<file path="src/rtl/adc_pkg.sv">
// Shared definitions for the ADC sample capture path: frame width, buffer depth
// and the sample type carried between the shifter and the downstream FIFO.
package adc_pkg;

   localparam int ADC_DATA_W        = 12;
   localparam int SAMPLE_FIFO_DEPTH = 8;

   typedef logic [ADC_DATA_W-1:0] sample_t;

endpackage

</file>
<file path="src/rtl/adc_sample_buffer_if.sv">
// Read-side handshake of the sample buffer. rd_data is meaningful only while
// rd_valid=1; a transfer happens on each sck edge where rd_valid && rd_ready.
interface adc_sample_buffer_if
   import adc_pkg::*;
#(
   parameter int DATA_W = ADC_DATA_W
);

   logic [DATA_W-1:0] rd_data;
   logic              rd_valid;
   logic              rd_ready;

   modport master (output rd_data, output rd_valid, input rd_ready);
   modport slave  (input rd_data, input rd_valid, output rd_ready);

endinterface

</file>
<file path="src/rtl/sample_fifo.sv">
// Synchronous FIFO with explicit occupancy count; a push into a full FIFO is
// accepted only when a pop frees a slot in the same cycle.
module sample_fifo #(
   parameter int W     = 12,
   parameter int DEPTH = 8
) (
   input  logic                     clk,
   input  logic                     rst_n,
   input  logic                     push,
   input  logic [W-1:0]             din,
   input  logic                     pop,
   output logic [W-1:0]             dout,
   output logic [$clog2(DEPTH):0]   level,
   output logic                     full,
   output logic                     empty
);

   localparam int AW = $clog2(DEPTH);

   logic [W-1:0]  r_mem [DEPTH];
   logic [AW-1:0] r_wr_ptr;
   logic [AW-1:0] r_rd_ptr;
   logic [AW:0]   r_level;
   logic          w_push;
   logic          w_pop;

   assign empty  = (r_level == '0);
   assign full   = (r_level == (AW+1)'(DEPTH));
   assign w_pop  = pop && !empty;
   assign w_push = push && (!full || w_pop);

   // Head reads as zero while empty so the output is defined after reset.
   assign dout  = empty ? '0 : r_mem[r_rd_ptr];
   assign level = r_level;

   always_ff @(posedge clk) begin
      if (w_push) r_mem[r_wr_ptr] <= din;
   end

   always_ff @(posedge clk or negedge rst_n) begin
      if (!rst_n) begin
         r_wr_ptr <= '0;
         r_rd_ptr <= '0;
         r_level  <= '0;
      end else begin
         if (w_push) r_wr_ptr <= r_wr_ptr + AW'(1);
         if (w_pop)  r_rd_ptr <= r_rd_ptr + AW'(1);
         case ({w_push, w_pop})
            2'b10:   r_level <= r_level + (AW+1)'(1);
            2'b01:   r_level <= r_level - (AW+1)'(1);
            default: r_level <= r_level;
         endcase
      end
   end

endmodule

</file>
<file path="src/rtl/adc_sample_buffer.sv">
// Assembles MSB-first ADC frames from sdi, commits complete frames into the
// sample FIFO on write_en, and keeps sticky overflow / frame-error status.
module adc_sample_buffer
   import adc_pkg::*;
#(
   parameter int DATA_W = ADC_DATA_W,
   parameter int DEPTH  = SAMPLE_FIFO_DEPTH
) (
   input  logic                     sck,
   input  logic                     reset,
   input  logic                     sdi,
   input  logic                     reading,
   input  logic                     write_en,
   input  logic                     clr_status,
   adc_sample_buffer_if.master      rd,
   output logic [$clog2(DEPTH):0]   level,
   output logic                     overflow,
   output logic                     frame_err
);

   localparam int CW = $clog2(DATA_W + 2);

   logic [DATA_W-1:0] r_shreg;
   logic [CW-1:0]     r_bitcnt;
   logic              r_overflow;
   logic              r_frame_err;

   logic              w_full_frame;
   logic              w_commit;
   logic              w_pop;
   logic              w_full;
   logic              w_empty;
   logic              w_set_ovf;
   logic              w_set_ferr;
   logic [DATA_W-1:0] w_dout;

   assign w_full_frame = (r_bitcnt == CW'(DATA_W));
   assign w_commit     = write_en && w_full_frame;
   assign w_pop        = !w_empty && rd.rd_ready;
   assign w_set_ovf    = w_commit && w_full && !w_pop;
   assign w_set_ferr   = write_en && !w_full_frame;

   // bitcnt saturates one past DATA_W so an over-long frame stays distinguishable.
   always_ff @(posedge sck or negedge reset) begin
      if (!reset) begin
         r_shreg  <= '0;
         r_bitcnt <= '0;
      end else if (write_en) begin
         r_bitcnt <= '0;
      end else if (reading) begin
         r_shreg <= {r_shreg[DATA_W-2:0], sdi};
         if (r_bitcnt != CW'(DATA_W + 1)) r_bitcnt <= r_bitcnt + CW'(1);
      end
   end

   // A set condition in the same cycle as clr_status wins.
   always_ff @(posedge sck or negedge reset) begin
      if (!reset) begin
         r_overflow  <= 1'b0;
         r_frame_err <= 1'b0;
      end else begin
         if (w_set_ovf)       r_overflow <= 1'b1;
         else if (clr_status) r_overflow <= 1'b0;
         if (w_set_ferr)      r_frame_err <= 1'b1;
         else if (clr_status) r_frame_err <= 1'b0;
      end
   end

   sample_fifo #(
      .W     (DATA_W),
      .DEPTH (DEPTH)
   ) u_fifo (
      .clk   (sck),
      .rst_n (reset),
      .push  (w_commit),
      .din   (r_shreg),
      .pop   (w_pop),
      .dout  (w_dout),
      .level (level),
      .full  (w_full),
      .empty (w_empty)
   );

   assign rd.rd_data  = w_dout;
   assign rd.rd_valid = !w_empty;
   assign overflow    = r_overflow;
   assign frame_err   = r_frame_err;

endmodule

</file>
<file path="src/flat_wrapper.sv">
// flat-port wrapper written by rule: the top's interface ports become plain ports
module adc_sample_buffer_flat import adc_pkg::*;
#(
   parameter int DATA_W = ADC_DATA_W,
   parameter int DEPTH  = SAMPLE_FIFO_DEPTH
)
  (sck, reset, sdi, reading, write_en, clr_status, level, overflow, frame_err, rd_rd_data, rd_rd_valid, rd_rd_ready);
  adc_sample_buffer_if #(.DATA_W(DATA_W)) rd_i ();
  input  logic sck;
  input  logic reset;
  input  logic sdi;
  input  logic reading;
  input  logic write_en;
  input  logic clr_status;
  output logic [$clog2(DEPTH):0] level;
  output logic overflow;
  output logic frame_err;
  output wire logic [$bits(rd_i.rd_data)-1:0] rd_rd_data;
  output wire logic [$bits(rd_i.rd_valid)-1:0] rd_rd_valid;
  input wire logic [$bits(rd_i.rd_ready)-1:0] rd_rd_ready;
  assign rd_rd_data = rd_i.rd_data;
  assign rd_rd_valid = rd_i.rd_valid;
  assign rd_i.rd_ready = rd_rd_ready;
  adc_sample_buffer #(.DATA_W(DATA_W), .DEPTH(DEPTH)) u_core (.sck(sck), .reset(reset), .sdi(sdi), .reading(reading), .write_en(write_en), .clr_status(clr_status), .rd(rd_i), .level(level), .overflow(overflow), .frame_err(frame_err));
endmodule
</file>
<file path="config.mk">
export PLATFORM = sky130hd
export DESIGN_NAME = adc_sample_buffer_flat
export DESIGN_NICKNAME = d
export VERILOG_FILES = /design/src/rtl/adc_pkg.sv /design/src/rtl/adc_sample_buffer_if.sv /design/src/rtl/sample_fifo.sv /design/src/rtl/adc_sample_buffer.sv /design/src/flat_wrapper.sv
export SDC_FILE = /design/constraint.sdc
export NUM_CORES = 1
export LEC_CHECK = 0
export ABC_AREA = 1
export CORE_ASPECT_RATIO = 0.6
export CORE_MARGIN = 2
export CORE_UTILIZATION = 35
export DETAILED_ROUTE_END_ITERATION = 10
export GPL_TIMING_DRIVEN = 0
export PLACE_DENSITY = 0.59
export SYNTH_ARGS = -nofsm -noshare
export SYNTH_HDL_FRONTEND = slang
export SYNTH_SLANG_ARGS = --single-unit
</file>
<file path="constraint.sdc">
create_clock -name sck -period 2.9 [get_ports sck]
set_input_delay 0.58 -clock sck [delete_from_list [all_inputs] [get_ports sck]]
set_output_delay 0.58 -clock sck [all_outputs]
set_load 0.05 [all_outputs]
</file>
# Yosys cells after proc, flatten, opt, wreduce, memory -nomap -nowiden
# Memories as Yosys holds them, arrays and structs flattened.
# Index checks and enable logic that the tools add are counted.
# totals
regBits	28
ramBits	96
elab_cells	49
mem_count	1
# op_classes
n_addsub	5
eq_ne	5
muxes	10
bitwise_logic	1
n_reduce_logical	20
# memory_table
memory	words	width	rd	rd_clocked_by_memory_dff	write_ports	line	rtl
u_core.u_fifo.r_mem	8	12	1	0	1	sample_fifo.sv:20	logic [W-1:0] r_mem [DEPTH];
# ops
op	count
12-bit two-way mux	1
4-bit two-way mux	3
2-bit nonzero test	5
4-bit by 1-bit adder with 4-bit output (second input constant)	2
4-bit == test (second input constant)	2
4-bit case mux with 2 select lines	1
1-bit logical AND	7
3-bit by 1-bit adder with 3-bit output (second input constant)	2
1-bit two-way mux	5
1-bit logical NOT	4
4-bit logical NOT	1
4-bit != test (second input constant)	1
2-bit AND reduction	2
4-bit by 1-bit subtractor with 4-bit output (second input constant)	1
2-bit by 1-bit == test with 1-bit output (second input constant)	1
2-bit == test (second input constant)	1
1-bit logical OR	1
1-bit inverter	1

# Longest topological paths before layout
# depth
ltp_word	8
depth_mapped	15
depth_no_buf	15

# Modules after synthesis
# From an unflattened synthesis, not the netlist that was laid out.
# unflattened
cells_unflattened	475
area_unflattened_um2	5261.3
# by_module_without_submodules
mod	n_inst	cells_each	area_per_inst_um2
sample_fifo	1	378	4434.3
adc_sample_buffer	1	97	827.0

# Worst setup path before layout
# OpenSTA, ideal clock, no wires.
# synth_path
kind	reg-to-output
start	reg u_core.u_fifo.r_level[0], in the netlist u_core.u_fifo.level[0]
end	out rd_rd_data[10]
t_arrival_ns	2.065
t_required_ns	2.320
slack_ns	0.255
stages_incl_launch_ff	6
path_cell_list	dfrtp_1 -> nor2_2 -> nand2_2 -> buf_2 -> o21ai_0 -> nor2_1
# synth_via
elab_chain_len	2
# synth_rtl
element	line	rtl
from (decl)	sample_fifo.sv:23	logic [AW:0] r_level;
from (signal assigned)	sample_fifo.sv:49	2'b10: r_level <= r_level + (AW+1)'(1);
from (signal assigned)	sample_fifo.sv:50	2'b01: r_level <= r_level - (AW+1)'(1);
from (signal assigned)	sample_fifo.sv:51	default: r_level <= r_level;
4-bit logical NOT	sample_fifo.sv:27	assign empty = (r_level == '0);
12-bit two-way mux	sample_fifo.sv:33	assign dout = empty ? '0 : r_mem[r_rd_ptr];
to (decl)	flat_wrapper.sv:18	output wire logic [$bits(rd_i.rd_data)-1:0] rd_rd_data;
# Every way passes these cells.

# Worst setup path after layout
# layout_path
start	reg u_core.u_fifo.r_rd_ptr[0]
end	out rd_rd_data[11]
# layout_via
elab_chain_len	2
# layout_rtl
element	line	rtl
from (decl)	sample_fifo.sv:22	logic [AW-1:0] r_rd_ptr;
from (signal assigned)	sample_fifo.sv:47	if (w_pop) r_rd_ptr <= r_rd_ptr + AW'(1);
memory 8 x 12 bit	--	
12-bit two-way mux	sample_fifo.sv:33	
# Every way passes these cells.

==> impl_metrics.tcl <==
set metrics [dict create \
    numCtsBuffers 17 \
    endpoint_kind "primary output" \
    yosysSeqAreaShare 0.695 \
    clockBufferDepth 2 \
    antenna_found_initial 0 \
    r2r_start "u_core.r_bitcnt[0]" \
    yosys_register_bits 124 \
    drt_iter0_markers 298 \
    overflow 0 \
    synth.avg_cell_area_um2 12.0 \
    yosysWarnings 0 \
    port_buffers 25 \
    ys_types 31 \
    rr_endpoint "u_core.u_fifo.r_mem[2][10]" \
    critPathBufInv 3 \
    p_leak_uw 0.00235 \
    report.final.slew_viol_count 0 \
    pin_count 26 \
    crit_path_max_incr_delay_ns 0.43 \
    worst_pin_slew_ns 1.34 \
    finalNetCount 490 \
    synth_edf_count 96 \
    syn_nets 443 \
    drc 0 \
    layout_common_cells "104 x nor2_1, 96 x edfxtp_1, 62 x o21ai_0, 34 x nand2_1, 28 x dfrtp_1" \
    min_period_ns 2.80 \
    clkLatencyLatePin_ns 0.41 \
    fp.dieW_um 161 \
    path_class "reg2out" \
    clk_pin_slew_worst_paths_ns 0.05 \
    grt_pass1_vias 3246 \
    peakVddDrop_uv 576 \
    htreeDepth 4 \
    drive_above_1_share 0.182 \
    cts.sinks 124 \
    cp.required_ns 2.32 \
    vias 3432 \
    core_um2 14400 \
    hold_path.class "in2async" \
    initial_core_util 0.357 \
    gp_congestion 0.831 \
    status "finished, final reports clean" \
    timing.fmax_mhz 358 \
    arrival_ns 2.22 \
    vias_per_cell 4.99 \
    place_ws_ns -0.378 \
    wl_per_cell_um 17.9 \
    power_density_nw_per_um2 1160 \
    r2r_slack_ns 0.17 \
    worst_slack_ns 0.104 \
    start_kind "flop" \
    grt_usage 0.162 \
    final_common_cell "nor2_1" \
    routed_wl_um 12300 \
    grt_max_degree 29 \
    cts_tree "yes" \
    worst-path-max-fanout 10 \
    finalCritPeriodShare 0.964 \
    cts_setup_buffers 0 \
    drtAntennaViolNets 0 \
    n_antenna_cell 0 \
    rows 34 \
    area_delta_synth_final_pct 21.6 \
    path_cells "inv_1 > clkbuf_2 > nor2_1 > o21ai_0 > o21ai_0 > nor2_1 > buf_2" \
    firstDrtPassIters 5 \
    crit_family "buffers and inverters" \
    slowest_stage "dfrtp_1" \
    netlist_instances 430 \
    final.setup_skew_ns 0.00687 \
    maxSlewHeadroom 0.100 \
    rsz0062_at_grt "false" \
    cap_viol_max_count 0 \
    fp.dieH_um 98.0 \
    netlist_area_um2 5150 \
    cts_root_buf "clkbuf_16" \
    grt_pass1_wl_um 18700 \
    reg2regPathDepth 7 \
    async_flop_share 0.226 \
    synthFlopType "edfxtp_1" \
    hpwl_um 7780 \
    timing.hold.ws_ns 0.241 \
    hold_viol 0 \
    setup_violations 0 \
    dieArea_um2 15700 \
]
-- power by group --
group	internal, uW	total [uW]	leakage (uW)	switching [uW]
registers	2190	2450	0.00121	254
logic	716	2610	0.000851	1900
clock network	1430	2180	0.000292	749
-- stage by stage --
stage               utilization  power (uW)  instances  setup TNS (ns)  area (um2)
floorplan                     -        4190        430               0        5150
global placement          0.392        5160        653          -29.87        5650
detailed placement        0.394        5200        655          -17.67        5680
CTS                       0.438        7360        687               0        6320
global route              0.435        7560        688               0        6270
finish                    0.435        7240        688               0        6270
-- worst register-to-register path, delay by kind of cell (launching register included) --
family	cells	cell delay (ns)
adders and majority gates	1	0.22
buffers and inverters	2	0.20
DFF	1	0.41
and+or+nand+nor	4	1.50
-- synthesized netlist by cell type (2+ instances only) --
cell type	n	area share
a21oi_1	3	0.0029
buf_2	6	0.0058
buf_4	3	0.0044
buf_6	3	0.0066
clkbuf_1	6	0.0044
dfrtp_1	28	0.14
edfxtp_1	96	0.56
ha_1	6	0.015
inv_1	18	0.013
inv_2	3	0.0022
mux2_1	3	0.0066
mux2_2	7	0.015
nand2_1	34	0.025
nand2_2	5	0.0061
nand3_1	7	0.0068
nand3_2	2	0.0039
nand4_1	2	0.0024
nor2_1	106	0.077
o21ai_0	63	0.061
o21ai_1	3	0.0029
o32ai_1	12	0.020
xor2_1	5	0.0085
-- state kept, by name (all words and copies together), names as in the netlist --
| name | flops |
|---|---|
| u_core.u_fifo.r_wr_ptr | 3 |
| u_core.u_fifo.r_mem | 96 |
| u_core.r_shreg | 12 |
| u_core.frame_err | 1 |
| u_core.overflow | 1 |
| u_core.r_bitcnt | 4 |
| u_core.u_fifo.level | 4 |
| u_core.u_fifo.r_rd_ptr | 3 |
-- layout make-up --
| class | count | area (um2) |
|---|---|---|
| inverters | 21 | 78.8 |
| repair buffers | 28 | 224 |
| fillers | 1324 | 8150 |
| well taps | 198 | 248 |
| flip-flops and latches | 124 | 3580 |
| plain buffers | 19 | 121 |
| clock inverters | 15 | 199 |
| clock buffers | 17 | 425 |
| multi-input cells | 266 | 1390 |
-- metal layers --
metal / GRT usage / wire length (um)
met5: 0 / 0
met4: 0.0575 / 133
met3: 0.0455 / 815
met2: 0.243 / 5470
met1: 0.227 / 5890
-- logic make-up (layout without fill, tap and decap cells) --
group,after synthesis,in the layout,synth area share
and+or+nand+nor,162,162,0.132
DFF,124,124,0.695
AOI/OAI and AO/OA,83,83,0.0901
buffers and inverters,40,100,0.0372
muxes,10,10,0.0219
adders and majority gates,6,6,0.0146
xor gates and xnor gates,5,5,0.00850
-- how the worst max path moves through the flow --
stage               depth (start not counted)                       from                         to
finish                                      7  u_core.u_fifo.r_rd_ptr[0]             rd_rd_data[11]
global placement                            7                   write_en  u_core.u_fifo.r_mem[5][8]
CTS                                         7  u_core.u_fifo.r_rd_ptr[0]             rd_rd_data[11]
global route                                8  u_core.u_fifo.r_rd_ptr[0]              rd_rd_data[2]
detailed placement                          7                   write_en  u_core.u_fifo.r_mem[3][6]
floorplan                                   5     u_core.u_fifo.level[0]             rd_rd_data[10]
-- what timing repair did --
item | 4_1_cts | 5_1_grt
resized for setup | 40 | 27
setup endpoints to repair | 12 | 24
hold buffers | 0 | 0
Note: power is estimated with default switching activity, not from simulation.
